### config.mk
export PLATFORM = sky130hd
export DESIGN_NAME = imm_btarget_encoder
export DESIGN_NICKNAME = d
export VERILOG_FILES = /design/src/rtl/simplerisc_pkg.sv /design/src/rtl/imm_fit_select.sv /design/src/rtl/imm_btarget_encoder.sv
export SDC_FILE = /design/constraint.sdc
export NUM_CORES = 1
export LEC_CHECK = 0
export CAP_MARGIN = 15
export CORE_ASPECT_RATIO = 0.5
export CORE_MARGIN = 10
export CORE_UTILIZATION = 25
export CTS_BUF_LIST = sky130_fd_sc_hd__clkbuf_4
export CTS_CLUSTER_SIZE = 40
export DETAILED_ROUTE_END_ITERATION = 10
export PLACE_DENSITY = 0.52
export SYNTH_ARGS = -nofsm -noshare
export SYNTH_HDL_FRONTEND = slang
export SYNTH_SLANG_ARGS = --single-unit
### constraint.sdc
create_clock -name clk -period 2.8 [get_ports clk]
set_input_delay 0.56 -clock clk [delete_from_list [all_inputs] [get_ports clk]]
set_output_delay 0.56 -clock clk [all_outputs]
set_load 0.02 [all_outputs]
### src/rtl/simplerisc_pkg.sv
// SimpleRisc encoding constants shared by the encoder slice.
// Holds opcodes, immediate modifiers, field widths, the instruction
// word layout and the encoder FSM state type.
package simplerisc_pkg;

  localparam int unsigned OPC_W      = 5;
  localparam int unsigned REG_W      = 4;
  localparam int unsigned MOD_W      = 2;
  localparam int unsigned IMM_W      = 16;
  localparam int unsigned BR_OFS_W   = 27;
  localparam int unsigned BR_OFS_LSB = 2;
  localparam int unsigned WORD_W     = 32;

  localparam logic [OPC_W-1:0] OPC_MOV  = 5'b01001;
  localparam logic [OPC_W-1:0] OPC_OR   = 5'b00111;
  localparam logic [OPC_W-1:0] OPC_NOP  = 5'b01101;
  localparam logic [OPC_W-1:0] OPC_B    = 5'b10010;
  localparam logic [OPC_W-1:0] OPC_BEQ  = 5'b10000;
  localparam logic [OPC_W-1:0] OPC_BGT  = 5'b10001;
  localparam logic [OPC_W-1:0] OPC_CALL = 5'b10011;

  localparam logic [MOD_W-1:0] MOD_SEXT = 2'b00;
  localparam logic [MOD_W-1:0] MOD_U    = 2'b01;
  localparam logic [MOD_W-1:0] MOD_H    = 2'b10;

  // Immediate-format word: [31:27] opc, [26] I, [25:22] rd, [21:18] rs1,
  // [17:16] modifier, [15:0] imm.
  typedef struct packed {
    logic [OPC_W-1:0] opc;
    logic             imm_flag;
    logic [REG_W-1:0] rd;
    logic [REG_W-1:0] rs1;
    logic [MOD_W-1:0] modifier;
    logic [IMM_W-1:0] imm;
  } instr_t;

  typedef enum logic [1:0] {
    ST_IDLE  = 2'd0,
    ST_EMIT1 = 2'd1,
    ST_EMIT2 = 2'd2
  } enc_state_e;

  localparam logic [WORD_W-1:0] NOP_WORD = {OPC_NOP, 27'd0};

  function automatic logic is_branch_opc(input logic [OPC_W-1:0] opc);
    return (opc == OPC_B) || (opc == OPC_BEQ) ||
           (opc == OPC_BGT) || (opc == OPC_CALL);
  endfunction

endpackage

### src/rtl/imm_fit_select.sv
// Classifies a 32-bit constant into the cheapest mov encoding.
// Ports: value (constant in); mod_c/imm_c (first-word modifier and
// immediate); split_c (needs a second or.u word); unfit_c (cannot be
// encoded because splitting is disabled).
module imm_fit_select
  import simplerisc_pkg::*;
#(
  parameter bit ALLOW_SPLIT = 1'b1
) (
  input  logic [31:0]      value,
  output logic [MOD_W-1:0] mod_c,
  output logic [IMM_W-1:0] imm_c,
  output logic             split_c,
  output logic             unfit_c
);

  logic sext_fit;
  logic low_fit;
  logic high_fit;

  // Sign-extended fit: bits 31..15 all copies of one value.
  assign sext_fit = (&value[31:15]) | ~(|value[31:15]);
  assign low_fit  = ~(|value[31:16]);
  assign high_fit = ~(|value[15:0]);

  // First match wins; the split case reuses the mov.h upper half.
  always_comb begin
    mod_c   = MOD_H;
    imm_c   = value[31:16];
    split_c = 1'b0;
    unfit_c = 1'b0;
    if (sext_fit) begin
      mod_c = MOD_SEXT;
      imm_c = value[15:0];
    end else if (low_fit) begin
      mod_c = MOD_U;
      imm_c = value[15:0];
    end else if (high_fit) begin
      mod_c = MOD_H;
    end else if (ALLOW_SPLIT) begin
      split_c = 1'b1;
    end else begin
      unfit_c = 1'b1;
    end
  end

endmodule

### src/rtl/imm_btarget_encoder.sv
// Turns load-constant and branch requests into SimpleRisc words on a
// valid/ready stream tagged with the destination address.
// Ports: clk, rst_n; req_* request handshake and payload; out_* word
// stream (instr, pc, last, err). Optional IMM_ENC_STATS_EN adds
// stat_words / stat_errs handshake counters.
module imm_btarget_encoder
  import simplerisc_pkg::*;
#(
  parameter bit          ALLOW_SPLIT = 1'b1,
  parameter int unsigned PC_STEP     = 4
) (
  input  logic        clk,
  input  logic        rst_n,
  input  logic        req_valid,
  output logic        req_ready,
  input  logic        req_kind,
  input  logic [4:0]  req_opcode,
  input  logic [3:0]  req_rd,
  input  logic [31:0] req_value,
  input  logic [31:0] req_pc,
  output logic        out_valid,
  input  logic        out_ready,
  output logic [31:0] out_instr,
  output logic [31:0] out_pc,
  output logic        out_last,
  output logic        out_err
`ifdef IMM_ENC_STATS_EN
  ,
  output logic [15:0] stat_words,
  output logic [15:0] stat_errs
`endif
);

  enc_state_e  state_q, state_d;
  logic [31:0] w2_q, w2_d;
  logic        valid_d, last_d, err_d, ready_d;
  logic [31:0] instr_d, pc_d;

  logic [MOD_W-1:0] fit_mod;
  logic [IMM_W-1:0] fit_imm;
  logic             fit_split;
  logic             fit_unfit;

  logic [31:0] w1_c, w2_c;
  logic        two_c, err_c;
  logic [31:0] diff;
  logic        br_ok;
  instr_t      mov_word, or_word;

  imm_fit_select #(.ALLOW_SPLIT(ALLOW_SPLIT)) u_fit (
    .value   (req_value),
    .mod_c   (fit_mod),
    .imm_c   (fit_imm),
    .split_c (fit_split),
    .unfit_c (fit_unfit)
  );

  assign diff = req_value - req_pc;
  // Word-aligned offset whose bits 31..29 are pure sign extension of bit 28.
  assign br_ok = (diff[1:0] == 2'b00) && (diff[31:29] == {3{diff[28]}}) &&
                 is_branch_opc(req_opcode);

  // Encode both words of the incoming request.
  always_comb begin
    mov_word = '{opc: OPC_MOV, imm_flag: 1'b1, rd: req_rd, rs1: 4'd0,
                 modifier: fit_mod, imm: fit_imm};
    or_word  = '{opc: OPC_OR, imm_flag: 1'b1, rd: req_rd, rs1: req_rd,
                 modifier: MOD_U, imm: req_value[15:0]};
    w1_c  = NOP_WORD;
    w2_c  = 32'd0;
    two_c = 1'b0;
    err_c = 1'b0;
    if (!req_kind) begin
      if (fit_unfit) begin
        err_c = 1'b1;
      end else begin
        w1_c  = mov_word;
        w2_c  = or_word;
        two_c = fit_split;
      end
    end else if (br_ok) begin
      w1_c = {req_opcode, diff[BR_OFS_W+BR_OFS_LSB-1:BR_OFS_LSB]};
    end else begin
      err_c = 1'b1;
    end
  end

  // Next-state and registered-output logic.
  always_comb begin
    state_d = state_q;
    w2_d    = w2_q;
    valid_d = out_valid;
    instr_d = out_instr;
    pc_d    = out_pc;
    last_d  = out_last;
    err_d   = out_err;
    ready_d = req_ready;
    unique case (state_q)
      ST_IDLE: begin
        if (req_valid && req_ready) begin
          state_d = ST_EMIT1;
          w2_d    = w2_c;
          valid_d = 1'b1;
          instr_d = w1_c;
          pc_d    = req_pc;
          last_d  = ~two_c;
          err_d   = err_c;
          ready_d = 1'b0;
        end
      end
      ST_EMIT1: begin
        if (out_ready) begin
          // out_last clear on word 1 means a second word is pending.
          if (!out_last) begin
            state_d = ST_EMIT2;
            instr_d = w2_q;
            pc_d    = out_pc + 32'(PC_STEP);
            last_d  = 1'b1;
            err_d   = 1'b0;
          end else begin
            state_d = ST_IDLE;
            valid_d = 1'b0;
            last_d  = 1'b0;
            err_d   = 1'b0;
            ready_d = 1'b1;
          end
        end
      end
      ST_EMIT2: begin
        if (out_ready) begin
          state_d = ST_IDLE;
          valid_d = 1'b0;
          last_d  = 1'b0;
          err_d   = 1'b0;
          ready_d = 1'b1;
        end
      end
      default: begin
        state_d = ST_IDLE;
        valid_d = 1'b0;
        last_d  = 1'b0;
        err_d   = 1'b0;
        ready_d = 1'b1;
      end
    endcase
  end

  // State and output registers.
  always_ff @(posedge clk or negedge rst_n) begin
    if (!rst_n) begin
      state_q   <= ST_IDLE;
      w2_q      <= 32'd0;
      out_valid <= 1'b0;
      out_instr <= 32'd0;
      out_pc    <= 32'd0;
      out_last  <= 1'b0;
      out_err   <= 1'b0;
      req_ready <= 1'b1;
    end else begin
      state_q   <= state_d;
      w2_q      <= w2_d;
      out_valid <= valid_d;
      out_instr <= instr_d;
      out_pc    <= pc_d;
      out_last  <= last_d;
      out_err   <= err_d;
      req_ready <= ready_d;
    end
  end

`ifdef IMM_ENC_STATS_EN
  // Handshaken word and error-word counters, wrapping at 16 bits.
  always_ff @(posedge clk or negedge rst_n) begin
    if (!rst_n) begin
      stat_words <= 16'd0;
      stat_errs  <= 16'd0;
    end else if (out_valid && out_ready) begin
      stat_words <= stat_words + 16'd1;
      if (out_err) begin
        stat_errs <= stat_errs + 16'd1;
      end
    end
  end
`endif

endmodule

==> impl_metrics.tcl <==
set metrics [dict create \
    p_leak_nw 4.90 \
    maxCapViolations 0 \
    synth-seq-cells 91 \
    yosys_warnings 0 \
    viasPerCell 5.10 \
    grt-ovfl-total 0 \
    hold_class "in -> async" \
    crit_slowest_cell "or3_4" \
    die_x_um 254 \
    critPathKind "in -> reg" \
    syn_avg_cell_area_sq_um 8.34 \
    stdcell_area_sq_mm 0.0112 \
    pre_cts_ws_ns -1.34 \
    dpl-instance-area_sq_mm 0.0102 \
    tightest_slew_ns 0.613 \
    firstDrtPassIters 6 \
    cts_sinks 91 \
    critPathMaxFanout 5 \
    final_layout_size_suffix_gt1_frac 0.389 \
    async_flop_share 1.00 \
    rsz0062_at_grt "yes" \
    postLayoutSetupSlackWorst_ns -0.205 \
    antenna_left 0 \
    rows 42 \
    track_usage 0.175 \
    port_buffers 145 \
    cp-end-kind "register" \
    syn2layout_area_growth_pct 63.9 \
    coreArea_sq_mm 0.0266 \
    p_per_area_mw_per_mm2 832 \
    layout.nets 1262 \
    grt_pass1_wl_mm 46.6 \
    maxSlewViolCount 0 \
    io-pin-count 146 \
    synth-main-ff-cell "dfrtp_1" \
    required_ns 3.22 \
    max_freq_mhz 333 \
    synth_edf_count 0 \
    final_common_cell "buf_4" \
    path_clk_slew_ns 0.17 \
    finalCritPeriodShare 1.07 \
    crit_arrival_ns 3.42 \
    antenna_found_initial 1 \
    grt_start_max_net_pins 43 \
    dieArea_sq_mm 0.0347 \
    peakVddDrop_mv 0.489 \
    violations "negative setup slack" \
    critical_path.most_common_cell "buf_4" \
    dp_cells 1455 \
    hold_slack_ns 0.0171 \
    cts_root_buf "clkbuf_4" \
    worstPathCellList "buf_4 > ha_4 > a21o_1 > o21ai_2 > a211oi_2 > a211o_1 > buf_4 > o211ai_1 > nor3b_4 > or3_4 > buf_6 > mux2i_4 > buf_4 > nand4_1 > a21oi_1" \
    drt_iter0_markers 583 \
    clk_latency_ns 0.51 \
    tns_ns -4.22 \
    path_depth 15 \
    min_period_ns 3.01 \
    cts_max_path_buffers 2 \
    crit_buf_inv 4 \
    numCtsBuffers 9 \
    syn_inst 818 \
    route.detailed.drc 0 \
    startpoint_type "input pin" \
    ys_types 72 \
    synthesis.nets 932 \
    r2r_cells 10 \
    drt-total-wl_mm 31.4 \
    final_cell_mix "215 x buf_4, 114 x nand2_1, 90 x dfrtp_1" \
    final_core_util 0.420 \
    syn_area_sq_mm 0.00682 \
    instances_no_fill 1506 \
    path_delay_family "compound AO/OA/AOI/OAI gates" \
    hold_viol_final 0 \
    fin_skew_ns 0.0323 \
    grt_pass1_vias 7611 \
    gp_congestion 0.960 \
    ys_seq_area_frac 0.334 \
    h-tree-depth 3 \
    fillers 2597 \
    die_y_um 137 \
    initial_core_util 0.256 \
    cts_tree "yes" \
    hpwl_mm 24.5 \
    outcome "finished, violations left" \
    total_power_mw 9.30 \
    max_stage_delay_ns 0.41 \
    slew_headroom 0.587 \
    setup_viol 32 \
    vias 7674 \
    post_drt_wl_per_cell_um 20.8 \
]
area by class of cell:
type / instances / area [sq um] / area share
Clock buffer: 10 / 75.1 / 0.00671
Antenna cell: 1 / 2.50 / 0.000224
Timing Repair Buffer: 366 / 3060 / 0.274
Sequential cell: 91 / 2280 / 0.204
Clock inverter: 6 / 72.6 / 0.00649
Multi-Input combinational cell: 635 / 5040 / 0.451
Inverter: 45 / 214 / 0.0191
Tap cell: 352 / 440 / 0.0394
registers in the layout (all words and copies together) (netlist names):
name,count
out_instr,32
out_pc,32
w2_q,21
state_q,2
out_err,1
out_last,1
out_valid,1
req_ready,1
cell usage after synthesis, types with 6 or more instances:
master	count	area share
a21o_1	14	0.015
a21oi_1	55	0.040
a22oi_1	7	0.0077
a31oi_1	6	0.0055
a32oi_1	7	0.0090
and3_1	21	0.019
clkbuf_1	40	0.022
dfrtp_1	90	0.33
ha_1	36	0.066
inv_1	44	0.024
mux2i_1	16	0.023
nand2_1	118	0.065
nand3_1	28	0.021
nand4_1	13	0.012
nor2_1	37	0.020
nor2b_1	7	0.0064
nor3_1	12	0.0088
nor4_1	11	0.010
o211a_1	9	0.013
o211ai_1	20	0.022
o21ai_0	75	0.055
o22ai_1	12	0.011
o31ai_1	7	0.0077
o31ai_2	16	0.029
xnor2_1	14	0.018
xor2_1	15	0.019
metal layers:
layer / track usage / wire [um] / share of wire / up-vias
met2: 0.292 / 15000 / 0.48 / 194
met1: 0.234 / 14600 / 0.46 / 3784
met3: 0.0335 / 1470 / 0.047 / 22
li1: - / - / - / 3674
met5: 0 / 0 / 0 / -
met4: 0.0313 / 350 / 0.011 / 0
report_power, final:
group / switching, mW / total [mW] / internal, mW
clock: 0.553 / 0.848 / 0.295
combinational: 3.32 / 6.00 / 2.68
sequential: 0.538 / 2.45 / 1.91
worst paths after layout:
kind / slack, ns / from / end
worst min register to register: 0.49 / w2_q[8]$_DFFE_PN0P_ / w2_q[8]$_DFFE_PN0P_
min in group clk: 0.32 / req_pc[3] / out_pc[3]$_DFFE_PN0P_
worst max-delay path: -0.21 / req_value[16] / out_instr[8]$_DFFE_PN0P_
worst max register to register: 0.16 / out_pc[2]$_DFFE_PN0P_ / out_pc[30]$_DFFE_PN0P_
max in group asynchronous: 2.12 / rst_n / w2_q[10]$_DFFE_PN0P_
worst min-delay path: 0.02 / rst_n / out_instr[4]$_DFFE_PN0P_
cells by family (layout without fill, tap and decap cells):
kind of cell / Yosys count / count (layout) / share of synthesized area
other: 0 / 1 / 0
buffers and inverters: 92 / 427 / 0.0532
adders and majority gates: 36 / 36 / 0.0660
AOI/OAI and AO/OA: 272 / 272 / 0.280
xor gates and xnor gates: 29 / 29 / 0.0372
and+or+nand+nor: 276 / 276 / 0.196
muxes: 22 / 22 / 0.0337
DFF: 91 / 91 / 0.334
timing repair:
item / CTS / global route
hold buffers: 0 / 0
endpoints found under the setup margin: 34 / 38
cloned: 1 / 0
pin swaps: 56 / 50
setup buffers: 18 / 17
resized for setup: 225 / 115
Note: power is estimated with default switching activity, not from simulation.
